[src/rtl/byte_ser_pkg.sv]
// Shared definitions for the byte serializer: FSM state encodings and default word width.
package byte_ser_pkg;

  localparam int unsigned DEFAULT_WIDTH = 8;

  typedef enum logic [1:0] {
    IDLE   = 2'd0,
    SHIFT  = 2'd1,
    PARITY = 2'd2
  } ser_state_t;

endpackage

[src/rtl/ser_hold_reg.sv]
// One-entry hold register in front of the shifter; owns the valid flag and s_ready.
module ser_hold_reg
  import byte_ser_pkg::*;
#(
  parameter int unsigned WIDTH = DEFAULT_WIDTH
) (
  input  logic             clk,
  input  logic             rst,
  input  logic [WIDTH-1:0] s_data,
  input  logic             s_valid,
  output logic             s_ready,
  input  logic             load,
  output logic [WIDTH-1:0] hold_data,
  output logic             hold_valid,
  output logic             hold_valid_next_c
);

  logic take;

  assign take              = s_valid & s_ready;
  assign hold_valid_next_c = take | (hold_valid & ~load);

  // Valid flag and ready flop; ready mirrors the next valid so it never depends on s_valid in the same cycle.
  always_ff @(posedge clk) begin
    if (rst) begin
      hold_valid <= 1'b0;
      s_ready    <= 1'b0;
    end else begin
      hold_valid <= hold_valid_next_c;
      s_ready    <= ~hold_valid_next_c;
    end
  end

  // Data capture on an accepted transfer only.
  always_ff @(posedge clk) begin
    if (take) begin
      hold_data <= s_data;
    end
  end

endmodule

[src/rtl/byte_serializer.sv]
// Parallel-to-serial converter with a one-word hold buffer and gapless back-to-back frames.
// Optional feature: define BYTE_SERIALIZER_PARITY_EN to append an even-parity bit to every frame.
module byte_serializer
  import byte_ser_pkg::*;
#(
  parameter int unsigned WIDTH      = DEFAULT_WIDTH,
  parameter bit          MSB_FIRST  = 1'b1,
  parameter logic        IDLE_LEVEL = 1'b0
) (
  input  logic             clk,
  input  logic             rst,
  input  logic [WIDTH-1:0] s_data,
  input  logic             s_valid,
  output logic             s_ready,
  output logic             ser_out,
  output logic             ser_valid,
  output logic             frame_last,
  output logic             busy
);

  localparam int unsigned CNT_W = (WIDTH > 1) ? $clog2(WIDTH) : 1;
  localparam logic [CNT_W-1:0] LAST_BIT = CNT_W'(WIDTH - 1);

  ser_state_t       state, state_n;
  logic [WIDTH-1:0] sh, sh_n;
  logic [CNT_W-1:0] cnt, cnt_n;
  logic             ser_out_n, ser_valid_n, frame_last_n;
  logic             load;
  logic [WIDTH-1:0] hold_data;
  logic             hold_valid;
  logic             hold_valid_next_c;
`ifdef BYTE_SERIALIZER_PARITY_EN
  logic             par, par_n;
`endif

  ser_hold_reg #(
    .WIDTH(WIDTH)
  ) u_hold (
    .clk              (clk),
    .rst              (rst),
    .s_data           (s_data),
    .s_valid          (s_valid),
    .s_ready          (s_ready),
    .load             (load),
    .hold_data        (hold_data),
    .hold_valid       (hold_valid),
    .hold_valid_next_c(hold_valid_next_c)
  );

  // State, shifter, counter and registered outputs.
  always_ff @(posedge clk) begin
    if (rst) begin
      state      <= IDLE;
      sh         <= '0;
      cnt        <= '0;
      ser_out    <= IDLE_LEVEL;
      ser_valid  <= 1'b0;
      frame_last <= 1'b0;
      busy       <= 1'b0;
`ifdef BYTE_SERIALIZER_PARITY_EN
      par        <= 1'b0;
`endif
    end else begin
      state      <= state_n;
      sh         <= sh_n;
      cnt        <= cnt_n;
      ser_out    <= ser_out_n;
      ser_valid  <= ser_valid_n;
      frame_last <= frame_last_n;
      busy       <= (state_n != IDLE) | hold_valid_next_c;
`ifdef BYTE_SERIALIZER_PARITY_EN
      par        <= par_n;
`endif
    end
  end

  // Next-state, shift and output decode; a load pulls the held word into the shifter.
  always_comb begin
    state_n      = state;
    sh_n         = sh;
    cnt_n        = cnt;
    ser_out_n    = IDLE_LEVEL;
    ser_valid_n  = 1'b0;
    frame_last_n = 1'b0;
    load         = 1'b0;
`ifdef BYTE_SERIALIZER_PARITY_EN
    par_n        = par;
`endif
    unique case (state)
      IDLE: begin
        if (hold_valid) begin
          load    = 1'b1;
          sh_n    = hold_data;
          cnt_n   = '0;
          state_n = SHIFT;
`ifdef BYTE_SERIALIZER_PARITY_EN
          par_n   = ^hold_data;
`endif
        end
      end
      SHIFT: begin
        ser_valid_n = 1'b1;
        ser_out_n   = MSB_FIRST ? sh[WIDTH-1] : sh[0];
        sh_n        = MSB_FIRST ? (sh << 1) : (sh >> 1);
        cnt_n       = cnt + CNT_W'(1);
        if (cnt == LAST_BIT) begin
          cnt_n = '0;
`ifdef BYTE_SERIALIZER_PARITY_EN
          state_n = PARITY;
`else
          frame_last_n = 1'b1;
          if (hold_valid) begin
            load = 1'b1;
            sh_n = hold_data;
          end else begin
            state_n = IDLE;
          end
`endif
        end
      end
`ifdef BYTE_SERIALIZER_PARITY_EN
      PARITY: begin
        ser_valid_n  = 1'b1;
        ser_out_n    = par;
        frame_last_n = 1'b1;
        cnt_n        = '0;
        if (hold_valid) begin
          load    = 1'b1;
          sh_n    = hold_data;
          par_n   = ^hold_data;
          state_n = SHIFT;
        end else begin
          state_n = IDLE;
        end
      end
`endif
      default: begin
        state_n = IDLE;
      end
    endcase
  end

endmodule

[config.mk]
export PLATFORM = sky130hd
export DESIGN_NAME = byte_serializer
export DESIGN_NICKNAME = d
export VERILOG_FILES = /design/src/rtl/byte_ser_pkg.sv /design/src/rtl/ser_hold_reg.sv /design/src/rtl/byte_serializer.sv
export SDC_FILE = /design/constraint.sdc
export NUM_CORES = 1
export LEC_CHECK = 0
export BUFFER_PORTS_ARGS = -buffer_cell sky130_fd_sc_hd__clkbuf_2
export CAP_MARGIN = 10
export CORE_ASPECT_RATIO = 0.7
export CORE_MARGIN = 5
export CORE_UTILIZATION = 54
export CTS_CLUSTER_DIAMETER = 40
export CTS_CLUSTER_SIZE = 12
export DETAILED_ROUTE_END_ITERATION = 10
export PLACE_DENSITY = 0.83
export SYNTH_ARGS = -nofsm -noshare
export SYNTH_HDL_FRONTEND = slang
export SYNTH_SLANG_ARGS = --single-unit
[constraint.sdc]
create_clock -name clk -period 1.7 [get_ports clk]
set_input_delay 0.255 -clock clk [delete_from_list [all_inputs] [get_ports clk]]
set_output_delay 0.255 -clock clk [all_outputs]
set_load 0.01 [all_outputs]
# Word-level counts from Yosys, hierarchy flattened
# Cells that the tools add are included.
dict set report classes {
  reduce_logical 5
  mux 16
  eq_ne 3
  addsub 1
  n_bitwise 7
}
# op n
set ops {}
lappend ops {{8-bit 2-to-1 mux} 3}
lappend ops {{8-bit case mux with 2 select lines} 1}
lappend ops {{2-bit 2-to-1 mux} 3}
lappend ops {{3-bit 2-to-1 mux} 2}
lappend ops {{3-bit case mux with 2 select lines} 1}
lappend ops {{1-bit 2-to-1 mux} 4}
lappend ops {{2-bit case mux with 2 select lines} 1}
lappend ops {{2-bit nonzero test} 2}
lappend ops {{3-bit by 1-bit adder with 3-bit output (second input constant)} 1}
lappend ops {{3-bit == test (second input constant)} 1}
lappend ops {{1-bit inverter} 3}
lappend ops {{1-bit bitwise AND} 2}
lappend ops {{2-bit by 1-bit == test with 1-bit output (second input constant)} 1}
lappend ops {{2-bit zero test} 1}
lappend ops {{2-bit by 1-bit inequality test with 1-bit output (second input constant)} 1}
lappend ops {{1-bit OR} 2}
lappend ops {{1-bit case mux with 2 select lines} 1}
lappend ops {{2-bit AND reduction} 1}
lappend ops {{2-bit OR reduction} 1}
dict set report word_totals {
  elab_cells 42
  reg_bits 27
  output_inout_bits 5
  inputBits 11
}

# Longest topological paths before layout
dict set report logic_depth {
  depth_word 7
  ltp_mapped 7
}

# Hierarchy
# A second synthesis with hierarchy kept.
dict set report hier_totals {
  hier_cells 93
  hier_area_um2 1106.1
}
# mod area_per_inst_um2 cells_each instances seq_area_each_um2
set modules_own_cells {}
lappend modules_own_cells {byte_serializer 787.0 77 1 340.3}
lappend modules_own_cells {ser_hold_reg 319.1 16 1 280.3}

# Worst setup path after synthesis
# Ideal clock, no wire load.
dict set report synth_path {
  path_kind {reg2reg}
  from {register cnt[0]}
  to {register sh[1]}
  path_slack_ns 0.172
  n_path_buf 2
  setup_ns 0.079
  t_required_ns 1.621
  path_stages_with_launch 8
  t_arrival_ns 1.449
  cell_sequence {dfxtp_1 > ha_1 > ha_1 > and2_4 > buf_6 > or2_1 > buf_6 > a211oi_2}
}
dict set report synth_via {
  elab_chain_len 3
}
# item line
set synth_rtl {}
lappend synth_rtl {{from (decl)} byte_serializer.sv:26} ;# logic [CNT_W-1:0] cnt, cnt_n;
lappend synth_rtl {{from (signal assigned)} byte_serializer.sv:66} ;# cnt <= cnt_n;
lappend synth_rtl {{3-bit == test} byte_serializer.sv:106} ;# if (cnt == LAST_BIT) begin
lappend synth_rtl {{8-bit 2-to-1 mux} byte_serializer.sv:106}
lappend synth_rtl {{8-bit case mux with 2 select lines} byte_serializer.sv:89} ;# unique case (state)
lappend synth_rtl {{to (signal assigned)} byte_serializer.sv:65} ;# sh <= sh_n;
lappend synth_rtl {{to (decl)} byte_serializer.sv:25} ;# logic [WIDTH-1:0] sh, sh_n;
# Every way passes these cells.
# A chain may end at the register's enable or synchronous reset.

# Worst setup path in the final report
dict set report layout_path {
  from {register cnt[0]}
  to {register sh[6]}
}
# The elaborated chain is that of the path after synthesis.

==> flow_summary.ini <==
[outcome]
status = complete, no violations

[floorplanning]
die_y_um = 47.5
die_x_um = 63.6
coreArea_sq_um = 1890
rows = 13
dieArea_sq_um = 3020
initial_utilization_pct = 57.5
pin_count = 16

[synth]
synth.largest_area_cell = dfxtp_1
synthSimpleGateAreaFrac_pct = 16.0
synth-edff-count = 8
synthTopCellsByArea = dfxtp_1 (35%), edfxtp_1 (22%), a211oi_2 (8.1%), nor3_1 (7.4%), o21bai_1 (4.8%)
synthTopCellsByCount = dfxtp_1 (19), nor3_1 (16), edfxtp_1 (8)
yosysMostFrequentCell = dfxtp_1
synth_compound_area_share_pct = 17.8
ys.flop_type = dfxtp_1
netlist_instances = 92
synth_fa_ha_area_share_pct = 2.31
ys_ff_latch = 27
syn_area_sq_um = 1080
yosysWarnings = 0
syn_nets = 105
synth_top_area_share_pct = 35.1
synthArstFlopShare_pct = 0
avgSynthCellArea_sq_um = 11.8
seq_area_frac_synth_pct = 57.2
synth_xor_area_share_pct = 0
synthDistinctLibCells = 25
synth_top_family_by_area = compound AO/OA/AOI/OAI gates
synthMuxAreaShare_pct = 0.923

[clock_network]
post-cts-setup-buffers = 0
clkSinkCount = 27
holdBufCountCts = 0
clockBufferDepth = 2
h-tree-depth = 1
cts_tree = done
clk_pin_slew_worst_paths_ps = 130
cts_buffers = 3
root_buffer = clkbuf_4
insertion_delay_ps = 320

[place]
place.gp.congestion = 0.797
place_inst = 123
pre_cts_ws_ps = 109
port_buffers = 15
hpwl_mm = 1.33
placed_cell_area_sq_um = 1130

[critical_path]
critPathMaxFanout = 9
cpMaxStageDelayCell = dfxtp_1
r2r_cells = 5
path_class = flip-flop to flip-flop
path_depth = 5
critical_path.max_stage_delay_ps = 350
crit_path_end_kind = flip-flop
path_cells = ha_1 > ha_1 > and2_4 > or2_4 > a211oi_2
arrival_ps = 1760
path_common_cell = ha_1
cp_top_family = simple AND/OR/NAND/NOR gates
path_buf_inv = 0
required_ps = 1940
critPathLaunchType = flip-flop
r2r_slack_ps = 190

[sta]
fin_ws_ps = 188
hold_viol = 0
finalSetupViolations = 0
timing.final.crit_share_pct = 89.0
tns_ps = 0
period_minus_slack_ps = 1510
max_freq_mhz = 661
skew_ps = 6.42
rsz0062_at_grt = false
maxSlewViolCount = 0

[detailed_routing]
antenna_left = 0
drt_iter0_drc = 26
via_per_inst = 5.66
wire_per_inst_um = 14.1
drc = 0
first_pass_iters = 4
routed_wirelength_mm = 1.79
num_vias = 719

[global_route]
grtUsageTotal_pct = 14.1
grt_max_degree = 16
antenna_found_initial = 0
grt_overflow_total = 0
grt_pass1_wl_mm = 3.13
grt_pass1_vias = 695

[power_and_ir_drop]
switchingPower_mw = 0.228
pwr-share-seq_pct = 67.5
netSwitchingFraction_pct = 21.8
internal_power_mw = 0.817
p_leak_nw = 0.464
powerDensity_nw_per_um2 = 901
power_frac_comb_pct = 7.3
vdd_drop_max_mv = 0.636
clkPwrFrac_pct = 25.2

[final_layout]
design_area_sq_um = 1160
syn2layout_area_growth_pct = 7.04
nets = 119
diodes = 0
layout.cells.non_filler = 127
nFillCells = 158
drive_gt1_share_pct = 27.6

[job]
maxCapViolCount = 0

[hold_path]
hold_class = input pin to flip-flop
hold_depth = 1
-- per-stage QoR --
stage          total power, mW  hold slack [ps]  utilization [%]
2_1_floorplan            0.773              354                -
3_3_place_gp             0.793              431             60.0
3_5_place_dp             0.796              434             60.0
4_1_cts                   1.06             95.6             61.4
5_1_grt                   1.10             74.2             61.5
6_report                  1.05              106             61.5
-- kinds of logic after synthesis --
kind of cell | Yosys count
AOI/OAI and AO/OA | 22
adders and majority gates | 2
buffers and inverters | 7
DFF | 27
muxes | 1
other | 1
and+or+nand+nor | 32
-- worst register-to-register path: stages, from the launching register on --
cell and delay (ps):
dfxtp_1 350, ha_1 200, ha_1 220, and2_4 200
or2_4 290, a211oi_2 180
-- path summary, 6_finish.rpt --
| check | to | from |
|---|---|---|
| min | u_hold.hold_data[1]$_DFFE_PP_ | s_data[1] |
| max | sh[6]$_SDFFE_PP0P_ | cnt[0]$_SDFFE_PP0P_ |
| min reg2reg | ser_out$_SDFF_PP0_ | sh[7]$_SDFFE_PP0P_ |
| max reg2reg | sh[6]$_SDFFE_PP0P_ | cnt[0]$_SDFFE_PP0P_ |
-- what timing repair did --
item                                    4_1_cts  5_1_grt
hold endpoints to repair                      0        0
resized for setup                             0        1
endpoints found under the setup margin        0        4
-- power by group through the flow --
stage	Combinational, mW	Clock [mW]	Sequential (mW)
floorplan	0.0561	0	0.717
global placement	0.0729	0	0.720
detailed placement	0.0756	0	0.721
CTS	0.0761	0.274	0.706
global route	0.0846	0.308	0.710
finish	0.0761	0.264	0.706
-- sequential cells by signal, summed over array words and instances (netlist names) --
name	flops
busy	1
cnt	3
frame_last	1
ser_out	1
ser_valid	1
sh	8
state	2
u_hold.hold_data	8
u_hold.hold_valid	1
u_hold.s_ready	1
-- final cells by class --
class,count,area [sq um],area share [%]
well taps,22,27.5,2.37
inverters,1,3.75,0.323
flip-flops and latches,27,621,53.4
clock buffers,4,26.3,2.26
multi-input cells,58,408,35.1
repair buffers,15,75.1,6.47
-- metal layers --
layer | GRT usage, % | part of all wire [%] | vias up
li1 | - | - | 361
met1 | 18.1 | 48 | 335
met2 | 20.6 | 44 | 21
met3 | 6.57 | 7.0 | 2
met4 | 6.22 | 0.95 | 0
met5 | 0 | 0 | -
-- placed cells by master (no fill, tap or decap), drive strengths merged, types with 2 or more instances in the layout --
cell type	instances
a21oi	3
and2	3
o21ai	2
nor3	16
clkbuf	19
ha	2
o21bai	7
dfxtp	19
edfxtp	8
nor2	6
a211oi	7
nand2b	2
a22o	2
Power figures use the tool's default switching activity.
